**src/rtl/xmint_pkg.sv**
```systemverilog
// Shared types and helpers for the xmint arbitration blocks.
package xmint_pkg;

   // Output-register occupancy state of the arbiter.
   typedef enum logic {
      ST_EMPTY = 1'b0,
      ST_FULL  = 1'b1
   } xmint_state_e;

   // Modular increment used to walk requester indices in round-robin order.
   function automatic int wrap_add(input int base, input int off, input int n);
      return (base + off) % n;
   endfunction

endpackage

```
**src/rtl/xmint_mux.sv**
```systemverilog
// N-way payload multiplexer: selects one DataWidth slice of a packed bus.
module xmint_mux #(
   parameter int N            = 4,
   parameter int MuxDataWidth = 8
) (
   input  logic [N*MuxDataWidth-1:0] data_i,
   input  logic [$clog2(N)-1:0]      sel_i,
   output logic [MuxDataWidth-1:0]   data_o
);

   localparam int IW = $clog2(N);

   logic [MuxDataWidth-1:0] w_words [N];

   genvar gi;
   generate
      for (gi = 0; gi < N; gi++) begin : g_unpack
         assign w_words[gi] = data_i[gi*MuxDataWidth +: MuxDataWidth];
      end
   endgenerate

   // Select the addressed word; an out-of-range select yields zero.
   always_comb begin
      data_o = '0;
      for (int k = 0; k < N; k++) begin
         if (sel_i == IW'(k)) begin
            data_o = w_words[k];
         end
      end
   end

endmodule

```
**src/rtl/xmint_rr_pick.sv**
```systemverilog
// Round-robin pick: first set request at or after (ptr_i+1) mod N, wrapping.
module xmint_rr_pick
   import xmint_pkg::*;
#(
   parameter int N = 4
) (
   input  logic [N-1:0]         req_i,
   input  logic [$clog2(N)-1:0] ptr_i,
   output logic [N-1:0]         gnt_o,
   output logic [$clog2(N)-1:0] idx_o,
   output logic                 any_o
);

   localparam int IW = $clog2(N);

   // w_cand[gi] is the requester index examined at priority position gi.
   logic [IW-1:0] w_cand [N];
   logic [N-1:0]  w_rot;

   genvar gi;
   generate
      for (gi = 0; gi < N; gi++) begin : g_rotate
         assign w_cand[gi] = IW'(wrap_add(int'(ptr_i), gi + 1, N));
         assign w_rot[gi]  = req_i[w_cand[gi]];
      end
   endgenerate

   // Priority encode the rotated vector; scanning downward lets the lowest
   // position (closest after the pointer) win.
   always_comb begin
      gnt_o = '0;
      idx_o = '0;
      any_o = 1'b0;
      for (int k = N - 1; k >= 0; k--) begin
         if (w_rot[k]) begin
            gnt_o           = '0;
            gnt_o[w_cand[k]] = 1'b1;
            idx_o           = w_cand[k];
            any_o           = 1'b1;
         end
      end
   end

endmodule

```
**src/rtl/xmint_rr_arbiter.sv**
```systemverilog
// Round-robin N:1 arbiter feeding a single registered output slot.
module xmint_rr_arbiter
   import xmint_pkg::*;
#(
   parameter int N         = 4,
   parameter int DataWidth = 8
) (
   input  logic                   clk_i,
   input  logic                   rst_ni,
   input  logic [N-1:0]           req_valid_i,
   input  logic [N*DataWidth-1:0] req_data_i,
   output logic [N-1:0]           req_ready_o,
   output logic                   out_valid_o,
   input  logic                   out_ready_i,
   output logic [DataWidth-1:0]   out_data_o,
   output logic [$clog2(N)-1:0]   out_idx_o
);

   localparam int IW = $clog2(N);

   xmint_state_e         r_state;
   xmint_state_e         w_state_next;
   logic [IW-1:0]        r_last_ptr;
   logic [DataWidth-1:0] r_data;
   logic [IW-1:0]        r_idx;

   logic                 w_load;
   logic                 w_grant;
   logic [N-1:0]         w_pick_gnt;
   logic [IW-1:0]        w_pick_idx;
   logic                 w_pick_any;
   logic [DataWidth-1:0] w_mux_data;

   xmint_rr_pick #(
      .N (N)
   ) u_pick (
      .req_i (req_valid_i),
      .ptr_i (r_last_ptr),
      .gnt_o (w_pick_gnt),
      .idx_o (w_pick_idx),
      .any_o (w_pick_any)
   );

   xmint_mux #(
      .N            (N),
      .MuxDataWidth (DataWidth)
   ) u_mux (
      .data_i (req_data_i),
      .sel_i  (w_pick_idx),
      .data_o (w_mux_data)
   );

   // Next-state and handshake decode; a grant happens only in a load slot
   // and never while reset is held, so req_ready_o stays quiet in reset.
   always_comb begin
      w_state_next = r_state;
      w_load       = 1'b0;
      w_grant      = 1'b0;
      req_ready_o  = '0;
      case (r_state)
         ST_EMPTY: w_load = 1'b1;
         ST_FULL:  w_load = out_ready_i;
         default:  w_load = 1'b0;
      endcase
      w_grant = w_load && w_pick_any && rst_ni;
      if (w_grant) begin
         w_state_next = ST_FULL;
         req_ready_o  = w_pick_gnt;
      end else if ((r_state == ST_FULL) && out_ready_i) begin
         w_state_next = ST_EMPTY;
      end
   end

   // State register; reset discards any word held in the output slot.
   always_ff @(posedge clk_i or negedge rst_ni) begin
      if (!rst_ni) begin
         r_state <= ST_EMPTY;
      end else begin
         r_state <= w_state_next;
      end
   end

   // Output slot and pointer capture; the pointer starts at N-1 so that
   // requester 0 has first priority after reset.
   always_ff @(posedge clk_i or negedge rst_ni) begin
      if (!rst_ni) begin
         r_data     <= '0;
         r_idx      <= '0;
         r_last_ptr <= IW'(N - 1);
      end else if (w_grant) begin
         r_data     <= w_mux_data;
         r_idx      <= w_pick_idx;
         r_last_ptr <= w_pick_idx;
      end
   end

   assign out_valid_o = (r_state == ST_FULL);
   assign out_data_o  = r_data;
   assign out_idx_o   = r_idx;

endmodule

```
**config.mk**
```make
export PLATFORM = sky130hd
export DESIGN_NAME = xmint_rr_arbiter
export DESIGN_NICKNAME = d
export VERILOG_FILES = /design/src/rtl/xmint_pkg.sv /design/src/rtl/xmint_mux.sv /design/src/rtl/xmint_rr_pick.sv /design/src/rtl/xmint_rr_arbiter.sv
export SDC_FILE = /design/constraint.sdc
export NUM_CORES = 1
export LEC_CHECK = 0
export CAP_MARGIN = 5
export CORE_UTILIZATION = 45
export CTS_CLUSTER_DIAMETER = 120
export DETAILED_ROUTE_END_ITERATION = 7
export HOLD_SLACK_MARGIN = 0.12
export PLACE_DENSITY = 0.85
export SETUP_SLACK_MARGIN = 0.15
export SYNTH_ARGS = -nofsm -noshare
export SYNTH_HDL_FRONTEND = slang
export SYNTH_SLANG_ARGS = --single-unit
```
**constraint.sdc**
```tcl
create_clock -name clk_i -period 4.05 [get_ports clk_i]
set_input_delay 0.6075 -clock clk_i [delete_from_list [all_inputs] [get_ports clk_i]]
set_output_delay 0.6075 -clock clk_i [all_outputs]
set_load 0.01 [all_outputs]
```
# After elaboration in Yosys (flattened, before gate mapping)
# Cells that the tools add are included.
dict set report op_classes {
  n_addsub 4
  magnitude_cmp 8
  n_eq_ne 3
  n_mux 36
  bitwise 1
  n_reduce_logical 9
}
# op count
set ops {}
lappend ops {{2-to-1 mux 8 bit} 4}
lappend ops {{2-to-1 mux 4 bit} 5}
lappend ops {{2-to-1 mux 1 bit} 14}
lappend ops {{< comparator 2 x 3 -> 1 bit (second input constant)} 4}
lappend ops {{binary-select mux 1 bit (select 2 bit)} 4}
lappend ops {{demux 1 bit (select 2 bit)} 4}
lappend ops {{>= comparator 2 x 1 -> 1 bit (second input constant)} 4}
lappend ops {{2-to-1 mux 2 bit} 4}
lappend ops {{logical AND 1 bit} 7}
lappend ops {{adder 2 x 1 -> 2 bit (second input constant)} 2}
lappend ops {{adder 2 bit (second input constant)} 2}
lappend ops {{== test 2 bit (second input constant)} 2}
lappend ops {{== test 2 x 1 -> 1 bit (second input constant)} 1}
lappend ops {{zero test 2 bit} 1}
lappend ops {{case mux 1 bit (2 select lines)} 1}
lappend ops {{nonzero test 2 bit} 1}
lappend ops {{inverter 1 bit} 1}
dict set report word_totals {
  regBits 13
  output_inout_bits 15
  elab_cells 65
}

# Longest topological paths before layout
dict set report depth {
  word_depth 12
  mapped_depth 10
}

# Hierarchy
# A second synthesis with hierarchy kept.
dict set report unflattened {
  cells_unflattened 113
  area_unflattened_um2 1298.7
}
# module instances cells_each area_each_um2 seq_area_each_um2
set by_module_without_submodules {}
lappend by_module_without_submodules {xmint_rr_arbiter 1 35 565.5 327.8}
lappend by_module_without_submodules {xmint_rr_pick 1 68 536.8 0.0}
lappend by_module_without_submodules {xmint_mux 1 10 196.4 0.0}

# Worst setup path after synthesis
# OpenSTA, ideal clock, no wires.
dict set report synth_path {
  path_type {reg2out}
  start {register r_last_ptr[0]}
  end {output req_ready_o[2]}
  t_arrival_ns 2.540
  setup_slack_ns 0.902
  stages_incl_launch_ff 10
  cell_sequence {dfstp_2 > buf_6 > bufinv_8 > ha_1 > buf_6 > mux2i_1 > mux2i_1 > nor2_1 > a221oi_1 > o31ai_1}
}
dict set report synth_between {
  elab_chain_len 10
  elab_cells_between_ends 43
  cone_classes {add/sub (4); order compare (8); mux (25); reduce/logical (6)}
}
# element line_no
set synth_rtl {}
lappend synth_rtl {{from (decl)} xmint_rr_arbiter.sv:23} ;# logic [IW-1:0] r_last_ptr;
lappend synth_rtl {{from (signal assigned)} xmint_rr_arbiter.sv:89} ;# r_last_ptr <= IW'(N - 1);
lappend synth_rtl {{from (signal assigned)} xmint_rr_arbiter.sv:93} ;# r_last_ptr <= w_pick_idx;
lappend synth_rtl {{adder 2 x 1 -> 2 bit} xmint_pkg.sv:12} ;# return (base + off) % n;
lappend synth_rtl {{< comparator 2 x 3 -> 1 bit (not written as such) (tied with other cells)} xmint_rr_pick.sv:37} ;# gnt_o[w_cand[k]] = 1'b1;
lappend synth_rtl {{logical AND 1 bit (not written as such) / 2-to-1 mux 1 bit (equally long branches)} {xmint_rr_pick.sv:37, xmint_rr_pick.sv:24}}
lappend synth_rtl {{2-to-1 mux 1 bit (on tied branches)} {xmint_rr_pick.sv:37, xmint_rr_pick.sv:35}}
lappend synth_rtl {{demux 1 bit (select 2 bit) / 2-to-1 mux 1 bit (equally long branches)} n/a}
lappend synth_rtl {{2-to-1 mux 4 bit / 2-to-1 mux 1 bit (equally long branches) (2 in a row)} xmint_rr_pick.sv:35} ;# if (w_rot[k]) begin
lappend synth_rtl {{2-to-1 mux 4 bit / logical AND 1 bit (equally long branches) (2 in a row)} {xmint_rr_pick.sv:35, xmint_rr_arbiter.sv:65}}
lappend synth_rtl {{2-to-1 mux 4 bit (*)} xmint_rr_arbiter.sv:66} ;# if (w_grant) begin
lappend synth_rtl {{to (decl)} xmint_rr_arbiter.sv:12} ;# output logic [N-1:0] req_ready_o,
# Every way passes the cells marked *; elsewhere a longest branch is shown, timed or not. The select of a mux whose other input is x is not followed.

# Final worst setup path
# Same ends and word-level chain as after synthesis.

==> results.yml <==
power:
  irDropWorstVdd_mv: 0.212
  powerDensity_nw_per_um2: 673
  leakagePower_nw: 0.819
  report.power.total_mw: 1.41
clock_network:
  htree_levels: 1
  cts_sinks: 13
  path_clk_slew_ps: 80
  clock_path_buffers: 2
  cts_hold_buf: 0
  cts_buffers: 3
  cts-root-buf: "clkbuf_4"
  cts_tree: "done"
  clock_latency_ps: 280
timing:
  period_share_pct: 92.9
  slew_headroom_pct: 31.0
  hold_violations: 0
  fin_crit_ps: 3760
  setup_ws_ps: 287
  setup_tns_ps: 0
  slew_viol_final: 0
  worst_pin_slew_ps: 1040
  skew_ps: 3.96
  rsz0062_at_grt: "false"
  setup_violations: 0
  timing.fmax_mhz: 266
synth:
  synth_seq_cells: 13
  async_flop_share_pct: 100
  syn_nets: 206
  syn-instance-count: 159
  yosysTopAreaCell: "dfrtp_1"
  synth_top_cell_area_share_pct: 17.7
  ys.flop_type: "dfrtp_1"
  synth.distinct_cells: 42
  synth_area_leaders: "dfrtp_1, a221oi_1, ha_1, o31ai_1, a2111oi_1"
  synthTopCellsByCount: "nand2_1, a221oi_1, o31ai_1"
  syn_area_um2: 1550
  synth-edff-count: 0
  ys_seq_area_share_pct: 21.1
  yosysWarnings: 0
  post-synth-top-count-cell: "nand2_1"
  synth_area_per_cell_um2: 9.77
grt:
  grt_max_degree: 29
  grt-ovfl-total: 0
  antenna_found_initial: 0
  grt_use_total_pct: 24.7
  grt_pass1_wl_mm: 6.84
  grt_pass1_vias: 1465
worst_setup_path:
  path_max_fanout: 11
  worstSetupEndpointType: "output port"
  cp.arrival_ps: 3160
  cp.required_ps: 3440
  rr_startpoint: "r_last_ptr[0]"
  critPathKind: "flip-flop to output port"
  critPathLaunch: "r_last_ptr[0]"
  startpoint_type: "flip-flop"
die:
  io_pins: 54
  dieHeight_um: 60.8
  start_util_pct: 49.3
  dieWidth_um: 60.8
  rows: 20
  core-area_um2: 3150
  dieArea_um2: 3690
cells_and_area:
  n_antenna_cell: 0
  final_nets: 255
  final_layout_size_suffix_gt1_share_pct: 19.8
  final_util_pct: 66.4
  area_growth_pct: 34.8
  finalNonFillerCells: 251
detailed_routing:
  remaining_drc_errors: 0
  vias: 1580
  drt_iter0_markers: 87
  drt-pass1-iter-count: 4
  wire_per_inst_um: 17.3
  viasPerCell: 6.29
  ant_nets: 0
  drt-total-wl_mm: 4.33
placement:
  dpl.cell_count: 246
  hpwl_mm: 3.32
  dp_worst_setup_slack_ps: 237
  io_buffers: 53
  gp_congestion: 0.931
min_path:
  min_path_type: "flip-flop to flip-flop"
  hold_start: "out_idx_o[1]"
status:
  status: "complete, no violations"
flow_run:
  max_cap_viol_count: 0
-- area by class of cell --
type / count / area (µm²)
Timing Repair Buffer: 59 / 576
Tap cell: 44 / 55.1
Multi-Input combinational cell: 125 / 1070
Clock buffer: 4 / 26.3
Inverter: 6 / 36.3
Sequential cell: 13 / 328
Fill cell: 262 / 1060
-- layout by cell type (no fill, tap or decap), drive strengths merged, types with 3 or more instances in the layout --
cell type / count
o31ai: 13
nand2: 18
clkbuf: 4
ha: 8
nor2: 6
nor2b: 4
buf: 6
mux4: 3
a2111oi: 8
a21boi: 9
o21ai: 5
mux2i: 3
a221oi: 14
inv: 5
and3: 8
clkdlybuf4s50: 53
dfrtp: 11
and4: 8
-- worst max-delay path, cell delays in order (launching register included) --
cell and delay (ps):
dfstp_2 560, bufinv_8 210, ha_1 330, buf_4 180
mux2i_1 230, mux2i_2 160, nor2_2 240, a221oi_1 130
o31ai_1 260, clkdlybuf4s50_1 580
-- path summary, 6_finish.rpt --
path	slack, ps	cells after the start	end
setup / recovery	290	9	req_ready_o[2]
hold / removal	490	2	out_idx_o[1]
setup reg to reg	670	9	out_data_o[5]
hold reg to reg	490	2	out_idx_o[1]
max in group asynchronous	3120	2	r_last_ptr[1]
min in group asynchronous	700	2	out_data_o[2]
-- timing repair --
item,CTS,global route
gates resized for setup,3,0
endpoints found under the setup margin,4,0
buffers inserted,1,0
-- report_power, final --
part	total (mW)	switching, mW	internal [mW]
registers	0.238	0.0416	0.197
clock network	0.0814	0.0433	0.0382
logic	1.09	0.586	0.504
total	1.41	0.671	0.739
-- kinds of logic (layout without fill, tap and decap cells) --
family          count (synthesis)  after routing  synth area share (%)
fa+ha+maj                       8              8                  6.44
mux                             6              6                  6.52
simple gates                   54             54                  22.5
buf+inv                        21             69                  10.5
compound gates                 57             57                  33.0
flops                          13             13                  21.1
-- layer usage --
| metal | routed length (µm) | share of wire [%] | track usage, % |
|---|---|---|---|
| met5 | 0 | 0 | 0 |
| met4 | 46 | 1.1 | 6.49 |
| met3 | 265 | 6.1 | 1.92 |
| met2 | 2250 | 52 | 42.9 |
| met1 | 1770 | 41 | 33.1 |
-- flip-flops by register name (all words and copies together) (netlist names) --
name,cells
r_last_ptr,2
out_idx_o,2
out_valid_o,1
out_data_o,8
-- stage by stage --
step | hold slack, ps | instance area, µm²
global placement | 464 | 2050
finish | 492 | 2090
global route | 521 | 2090
CTS | 483 | 2090
detailed placement | 468 | 2050
floorplan | 312 | 1550
Power figures use the tool's default switching activity.
